## src/rtl/hsv_core_mem_request.sv

```systemverilog
// hsv_core_mem_request
//   Issue stage of the data-memory path. Each accepted memory op is checked
//   for alignment and, if it needs the bus, turned into an AXI AR request
//   (load) or an AW + W pair with byte strobes (store). Misaligned ops and
//   fences skip the bus. Every op that is not flushed reaches the response
//   stage through one output register.
//
//   Optional feature macro: HSV_MEM_REQ_IO_ORDER_EN
//     defined   : an I/O op (in_is_memory=0, not a fence) waits until both
//                 pending counters are zero before it is accepted.
//     undefined : I/O ops issue exactly like memory ops.
//
// Ports
//   clk_core, rst_core       clock, async active-high reset
//   flush                    drop/abandon the current op and clear valid_o
//   valid_i / request_stall  op input handshake (accept = valid_i & ~request_stall)
//   in_*                     op fields (address, write, size, wdata, fence, is_memory)
//   dmem_ar_* / aw_* / w_*   AXI read address, write address, write data
//   pending_*_down           response-stage beat consumption pulses
//   pending_reads/writes     outstanding AXI transaction counters (saturating)
//   response_stall           response stage cannot take a new op
//   valid_o, out_*           registered op handed to the response stage
//   state_o                  FSM state, for observation only
//
// Handshake rule (all channels): a transfer happens on a rising clk_core edge
// where valid and ready are both 1. A valid, once raised, stays high with
// stable payload until that transfer, even across a flush.
module hsv_core_mem_request #(
  parameter int COUNTER_W = 4
) (
  input  logic                 clk_core,
  input  logic                 rst_core,
  input  logic                 flush,
  input  logic                 valid_i,
  output logic                 request_stall,
  input  logic [31:0]          in_address,
  input  logic                 in_write,
  input  logic [1:0]           in_size,
  input  logic [31:0]          in_wdata,
  input  logic                 in_fence,
  input  logic                 in_is_memory,
  output logic                 dmem_ar_valid,
  input  logic                 dmem_ar_ready,
  output logic [31:0]          dmem_ar_addr,
  output logic                 dmem_aw_valid,
  input  logic                 dmem_aw_ready,
  output logic [31:0]          dmem_aw_addr,
  output logic                 dmem_w_valid,
  input  logic                 dmem_w_ready,
  output logic [31:0]          dmem_w_data,
  output logic [3:0]           dmem_w_strb,
  input  logic                 pending_reads_down,
  input  logic                 pending_writes_down,
  output logic [COUNTER_W-1:0] pending_reads,
  output logic [COUNTER_W-1:0] pending_writes,
  input  logic                 response_stall,
  output logic                 valid_o,
  output logic [31:0]          out_address,
  output logic                 out_write,
  output logic [1:0]           out_size,
  output logic                 out_fence,
  output logic                 out_is_memory,
  output logic                 out_misaligned,
  output logic [1:0]           state_o
);

  localparam logic [1:0] ST_IDLE  = 2'd0;
  localparam logic [1:0] ST_ISSUE = 2'd1;
  localparam logic [1:0] ST_DRAIN = 2'd2;
  localparam logic [COUNTER_W-1:0] CNT_MAX = '1;

  logic [1:0]           state_q, state_d;
  logic [31:0]          op_addr_q, op_wdata_q;
  logic [3:0]           op_strb_q;
  logic                 op_write_q, op_is_mem_q;
  logic [1:0]           op_size_q;
  logic                 ar_done_q, aw_done_q, w_done_q;
  logic [COUNTER_W-1:0] pr_q, pw_q;
  logic                 valid_o_q, valid_o_d;
  logic [31:0]          out_addr_q, out_addr_d;
  logic                 out_write_q, out_write_d, out_fence_q, out_fence_d;
  logic                 out_is_mem_q, out_is_mem_d, out_mis_q, out_mis_d;
  logic [1:0]           out_size_q, out_size_d;

  // Input op decode. Size 3 is treated as a word.
  logic        misaligned_in, no_bus_in, cnt_full, io_block, accept, bus_accept;
  logic [31:0] wdata_in;
  logic [3:0]  strb_in;

  assign misaligned_in = ((in_size == 2'd1) & in_address[0]) |
                         (in_size[1] & (in_address[1:0] != 2'b00));
  assign no_bus_in     = in_fence | misaligned_in;
  assign cnt_full      = in_write ? (pw_q == CNT_MAX) : (pr_q == CNT_MAX);

`ifdef HSV_MEM_REQ_IO_ORDER_EN
  assign io_block = ~in_is_memory & ~in_fence & ((pr_q != '0) | (pw_q != '0));
`else
  assign io_block = 1'b0;
`endif

  always_comb begin
    wdata_in = in_wdata;
    strb_in  = 4'b1111;
    case (in_size)
      2'd0: begin
        wdata_in = {4{in_wdata[7:0]}};
        strb_in  = 4'b0001 << in_address[1:0];
      end
      2'd1: begin
        wdata_in = {2{in_wdata[15:0]}};
        strb_in  = 4'b0011 << in_address[1:0];
      end
      default: ;
    endcase
  end

  logic out_free;
  assign out_free      = ~(valid_o_q & response_stall);
  // A full counter only matters for ops that will actually touch the bus.
  assign request_stall = ~out_free | (state_q != ST_IDLE) |
                         (~no_bus_in & cnt_full) | io_block;
  // A flush in the accept cycle drops the incoming op.
  assign accept        = valid_i & ~request_stall & ~flush;
  assign bus_accept    = accept & ~no_bus_in;

  // Bus channel valids come straight from registered state, so they rise
  // the cycle after accept and drop the cycle after their own handshake.
  logic busy, ar_hs, aw_hs, w_hs, all_done, issue_fwd;
  assign busy          = (state_q != ST_IDLE);
  assign dmem_ar_valid = busy & ~op_write_q & ~ar_done_q;
  assign dmem_aw_valid = busy & op_write_q & ~aw_done_q;
  assign dmem_w_valid  = busy & op_write_q & ~w_done_q;
  assign ar_hs         = dmem_ar_valid & dmem_ar_ready;
  assign aw_hs         = dmem_aw_valid & dmem_aw_ready;
  assign w_hs          = dmem_w_valid & dmem_w_ready;
  assign all_done      = op_write_q ? ((aw_done_q | aw_hs) & (w_done_q | w_hs))
                                    : (ar_done_q | ar_hs);
  assign issue_fwd     = (state_q == ST_ISSUE) & ~flush & all_done & out_free;

  always_comb begin
    state_d = state_q;
    case (state_q)
      ST_IDLE:  if (bus_accept) state_d = ST_ISSUE;
      ST_ISSUE: begin
        if (flush)         state_d = all_done ? ST_IDLE : ST_DRAIN;
        else if (issue_fwd) state_d = ST_IDLE;
      end
      ST_DRAIN: if (all_done) state_d = ST_IDLE;
      default:  state_d = ST_IDLE;
    endcase
  end

  always_comb begin
    valid_o_d    = 1'b0;
    out_addr_d   = out_addr_q;
    out_write_d  = out_write_q;
    out_size_d   = out_size_q;
    out_fence_d  = out_fence_q;
    out_is_mem_d = out_is_mem_q;
    out_mis_d    = out_mis_q;
    if (flush) begin
      valid_o_d = 1'b0;
    end else if (~out_free) begin
      valid_o_d = 1'b1;
    end else if (accept & no_bus_in) begin
      valid_o_d    = 1'b1;
      out_addr_d   = in_address;
      out_write_d  = in_write;
      out_size_d   = in_size;
      out_fence_d  = in_fence;
      out_is_mem_d = in_is_memory;
      out_mis_d    = misaligned_in;
    end else if (issue_fwd) begin
      valid_o_d    = 1'b1;
      out_addr_d   = op_addr_q;
      out_write_d  = op_write_q;
      out_size_d   = op_size_q;
      out_fence_d  = 1'b0;
      out_is_mem_d = op_is_mem_q;
      out_mis_d    = 1'b0;
    end
  end

  always_ff @(posedge clk_core or posedge rst_core) begin
    if (rst_core) begin
      state_q      <= ST_IDLE;
      op_addr_q    <= '0;
      op_wdata_q   <= '0;
      op_strb_q    <= '0;
      op_write_q   <= 1'b0;
      op_is_mem_q  <= 1'b0;
      op_size_q    <= '0;
      ar_done_q    <= 1'b0;
      aw_done_q    <= 1'b0;
      w_done_q     <= 1'b0;
      pr_q         <= '0;
      pw_q         <= '0;
      valid_o_q    <= 1'b0;
      out_addr_q   <= '0;
      out_write_q  <= 1'b0;
      out_size_q   <= '0;
      out_fence_q  <= 1'b0;
      out_is_mem_q <= 1'b0;
      out_mis_q    <= 1'b0;
    end else begin
      state_q <= state_d;
      if (bus_accept) begin
        op_addr_q   <= in_address;
        op_wdata_q  <= wdata_in;
        op_strb_q   <= strb_in;
        op_write_q  <= in_write;
        op_is_mem_q <= in_is_memory;
        op_size_q   <= in_size;
        ar_done_q   <= 1'b0;
        aw_done_q   <= 1'b0;
        w_done_q    <= 1'b0;
      end else begin
        // Channels complete independently; remember each one.
        ar_done_q <= ar_done_q | ar_hs;
        aw_done_q <= aw_done_q | aw_hs;
        w_done_q  <= w_done_q | w_hs;
      end
      // Up and down together leave the count unchanged.
      if (ar_hs & ~pending_reads_down & (pr_q != CNT_MAX))      pr_q <= pr_q + 1'b1;
      else if (~ar_hs & pending_reads_down & (pr_q != '0))      pr_q <= pr_q - 1'b1;
      if (aw_hs & ~pending_writes_down & (pw_q != CNT_MAX))     pw_q <= pw_q + 1'b1;
      else if (~aw_hs & pending_writes_down & (pw_q != '0))     pw_q <= pw_q - 1'b1;
      valid_o_q    <= valid_o_d;
      out_addr_q   <= out_addr_d;
      out_write_q  <= out_write_d;
      out_size_q   <= out_size_d;
      out_fence_q  <= out_fence_d;
      out_is_mem_q <= out_is_mem_d;
      out_mis_q    <= out_mis_d;
    end
  end

  assign dmem_ar_addr   = {op_addr_q[31:2], 2'b00};
  assign dmem_aw_addr   = {op_addr_q[31:2], 2'b00};
  assign dmem_w_data    = op_wdata_q;
  assign dmem_w_strb    = op_strb_q;
  assign pending_reads  = pr_q;
  assign pending_writes = pw_q;
  assign valid_o        = valid_o_q;
  assign out_address    = out_addr_q;
  assign out_write      = out_write_q;
  assign out_size       = out_size_q;
  assign out_fence      = out_fence_q;
  assign out_is_memory  = out_is_mem_q;
  assign out_misaligned = out_mis_q;
  assign state_o        = state_q;

endmodule

```

## config.mk

```make
export PLATFORM = sky130hd
export DESIGN_NAME = hsv_core_mem_request
export DESIGN_NICKNAME = d
export VERILOG_FILES = /design/src/rtl/hsv_core_mem_request.sv
export SDC_FILE = /design/constraint.sdc
export NUM_CORES = 1
export LEC_CHECK = 0
export CAP_MARGIN = 25
export CORE_ASPECT_RATIO = 1.25
export CORE_MARGIN = 5
export CORE_UTILIZATION = 30
export CTS_BUF_LIST = sky130_fd_sc_hd__clkbuf_4 sky130_fd_sc_hd__clkbuf_8
export CTS_CLUSTER_DIAMETER = 50
export DETAILED_ROUTE_END_ITERATION = 16
export PLACE_DENSITY = 0.58
export SYNTH_ARGS = -nofsm -noshare
export SYNTH_HDL_FRONTEND = slang
export SYNTH_SLANG_ARGS = --single-unit
```

## constraint.sdc

```tcl
create_clock -name clk_core -period 11.49 [get_ports clk_core]
set_input_delay 2.8725 -clock clk_core [delete_from_list [all_inputs] [get_ports clk_core]]
set_output_delay 2.8725 -clock clk_core [all_outputs]
set_load 0.02 [all_outputs]
```

==> reports/qor.csv <==
metric,value,unit
status,completed,
pre_cts_ws,3.39,ns
reg2regPathDepth,6,
drtIter0Drc,214,
synth_top_area_share,44.5,%
io_pins,232,
start_util,30.4,%
vias,5373,
synth-xor-area-share,0.753,%
ys_ff_latch,124,
synth_simple_gate_area_share,5.49,%
setup.worst_path.class,input port to output port,
drc_errors,0,
cp-start-kind,input port,
synth_fa_ha_area_share,1.29,%
fin_ws,3.40,ns
synth_most_common_cell,dfrtp_1,
cts_buffer_depth,2,
grt_pass1_vias,5743,
seq_area_frac_synth,44.5,%
cts_tree,built,
dp_hpwl,13700,um
whs_path_depth,1,
seqCellArea,3100,sq um
dp.cells,1034,
stdcell_count,1068,
whs,0.515,ns
drive_gt1_share,19.1,%
fin_tns_setup,0,ns
ant_nets,0,
p_per_area,264,nW/um^2
ctsHoldBuffers,0,
end_kind,output port,
ir_worst_vdd,120,uV
hold_class,register to register,
netlist_area,6980,sq um
required,8.62,ns
synth_common_cells,"dfrtp_1 (124), a31oi_1 (71), buf_4 (64)",
setup_viol,0,
cts_sinks,124,
netlist_top_cells_area,"dfrtp_1 (44%), mux2_2 (9.4%), mux2_4 (7.7%), buf_4 (6.9%), a31oi_1 (6.4%)",
fp.dieH,181,um
fmax,124,MHz
syn_inst,629,
grt_pass1_wl,33000,um
drt_wl_total,20800,um
synth.area.mux_share,18.5,%
fp.dieArea,26400,sq um
grt_max_degree,76,
yosys.area.top_type,dfrtp_1,
first_pass_iters,4,
rows,62,
async_flop_share,100,%
fin_crit_sh,70.4,%
die_w,146,um
leakagePower,3.61,nW
maxSlewViolCount,0,
max-cap-violations,0,
areaGrowthSynthToFinish,35.7,%
insertion_delay,0.44,ns
grtUsageTotal,15.7,%
wl_per_cell,19.5,um
cp_max_fo,15,
routabilityCongestion,0.738,
slew_headroom,37.2,%
synth_top_family_by_area,multiplexers,
fin_skew,0.0198,ns
postCtsSetupRepairBufs,0,
tightest_slew,0.942,ns
root_buffer,clkbuf_8,
fin_nets,852,
synth-edff-count,0,
rsz0062_at_grt,false,
synthDistinctLibCells,49,
min_period,8.09,ns
syn_area_per_cell,11.1,sq um
critPathArrivalTime,5.22,ns
ctsResizeCount,0,
synth_compound_area_share,18.1,%
synth_ff_type,dfrtp_1,
fillCellCount,2232,
core_area,23000,sq um
antenna_cells,0,
via_per_inst,5.03,
htreeDepth,4,
multi_input_area,3140,sq um
yosys_warnings,0,
io_buffers,227,
cts_inserted_buffers,17,
final_hold_viol_count,0,
antenna_found_initial,0,
grt-ovfl-total,0,
cts.clk_slew.worst_paths,0.08,ns
-- worst paths after layout --
check,start,to,slack [ns]
max,in_size[0],request_stall,3.40
min,dmem_w_strb[3]$_DFFE_PP0P_,dmem_w_strb[3]$_DFFE_PP0P_,0.51
max reg2reg,valid_o$_DFF_PP0_,op_addr_q[4]$_DFFE_PP0P_,8.48
min reg2reg,dmem_w_strb[3]$_DFFE_PP0P_,dmem_w_strb[3]$_DFFE_PP0P_,0.51
max in group asynchronous,rst_core,out_address[8]$_DFFE_PP0P_,7.67
min in group asynchronous,rst_core,pending_reads[3]$_DFFE_PP0P_,2.82
-- registers in the layout, indices dropped and copies added (netlist names), 2 cells and up --
name            flops
pending_reads       4
op_size_q           2
pending_writes      4
op_addr_q          32
dmem_w_strb         4
dmem_w_data        32
out_size            2
state_o             2
out_address        32
-- metrics by stage --
stage,area [sq um],total power [W],utilization (%)
after floorplan,6990,0.00161,-
after global placement,8960,0.00207,39.0
after detailed placement,8980,0.00209,39.1
after CTS,9410,0.00253,41.0
after global routing,9470,0.00265,41.2
final,9470,0.00250,41.2
-- area by class of cell --
type                    count  area share (%)
multi-input cells         380            33.2
flip-flops and latches    124            32.8
repair buffers            237            25.3
well taps                 288            3.81
clock buffers              18            2.62
clock inverters            14            1.96
inverters                   7           0.330
-- power breakdown --
part	leakage (nW)	total (W)	internal [W]	switching, W
clock	0.208	0.000426	0.000225	0.000201
sequential	1.40	0.000789	0.000622	0.000167
combinational	2.00	0.00129	0.000657	0.000633
-- per-layer routing --
| metal | global-route usage (%) | vias up | routed length [um] | part of all wire (%) |
|---|---|---|---|---|
| met2 | 26.9 | 190 | 10300 | 50 |
| met1 | 18.5 | 2621 | 8600 | 41 |
| li1 | - | 2546 | - | - |
| met3 | 5.51 | 16 | 1650 | 7.9 |
| met4 | 4.48 | 0 | 262 | 1.3 |
| met5 | 0 | - | 0 | 0 |
-- worst max-delay path: stages --
cell and delay, ns:
clkdlybuf4s50_1 0.81, nor2_1 0.39, o21ai_0 0.23, o211ai_1 0.23
clkdlybuf4s50_1 0.69
-- cell families after synthesis --
family,count (synthesis)
xor+xnor,6
fa+ha+maj,6
flops,124
mux,104
buf+inv,128
simple gates,75
compound gates,185
other cells,1
-- cell usage in the layout (no fill, tap or decap), types with 2 or more instances in the layout --
| cell type | n |
|---|---|
| a21boi_0 | 36 |
| a21o_1 | 4 |
| a21oi_1 | 5 |
| a31oi_1 | 71 |
| buf_16 | 2 |
| buf_4 | 7 |
| bufinv_16 | 3 |
| clkbuf_8 | 18 |
| clkdlybuf4s50_1 | 227 |
| clkinv_4 | 4 |
| clkinvlp_4 | 3 |
| conb_1 | 4 |
| dfrtp_1 | 124 |
| fa_1 | 2 |
| ha_1 | 4 |
| inv_1 | 6 |
| inv_6 | 4 |
| mux2_2 | 58 |
| mux2_4 | 36 |
| mux2i_1 | 10 |
| nand2_1 | 15 |
| nand4_1 | 3 |
| nor2_1 | 8 |
| nor3_1 | 37 |
| o211ai_1 | 39 |
| o21ai_0 | 15 |
| o21bai_1 | 2 |
| xor2_1 | 6 |
No activity file was read; power rests on OpenSTA's default activity.
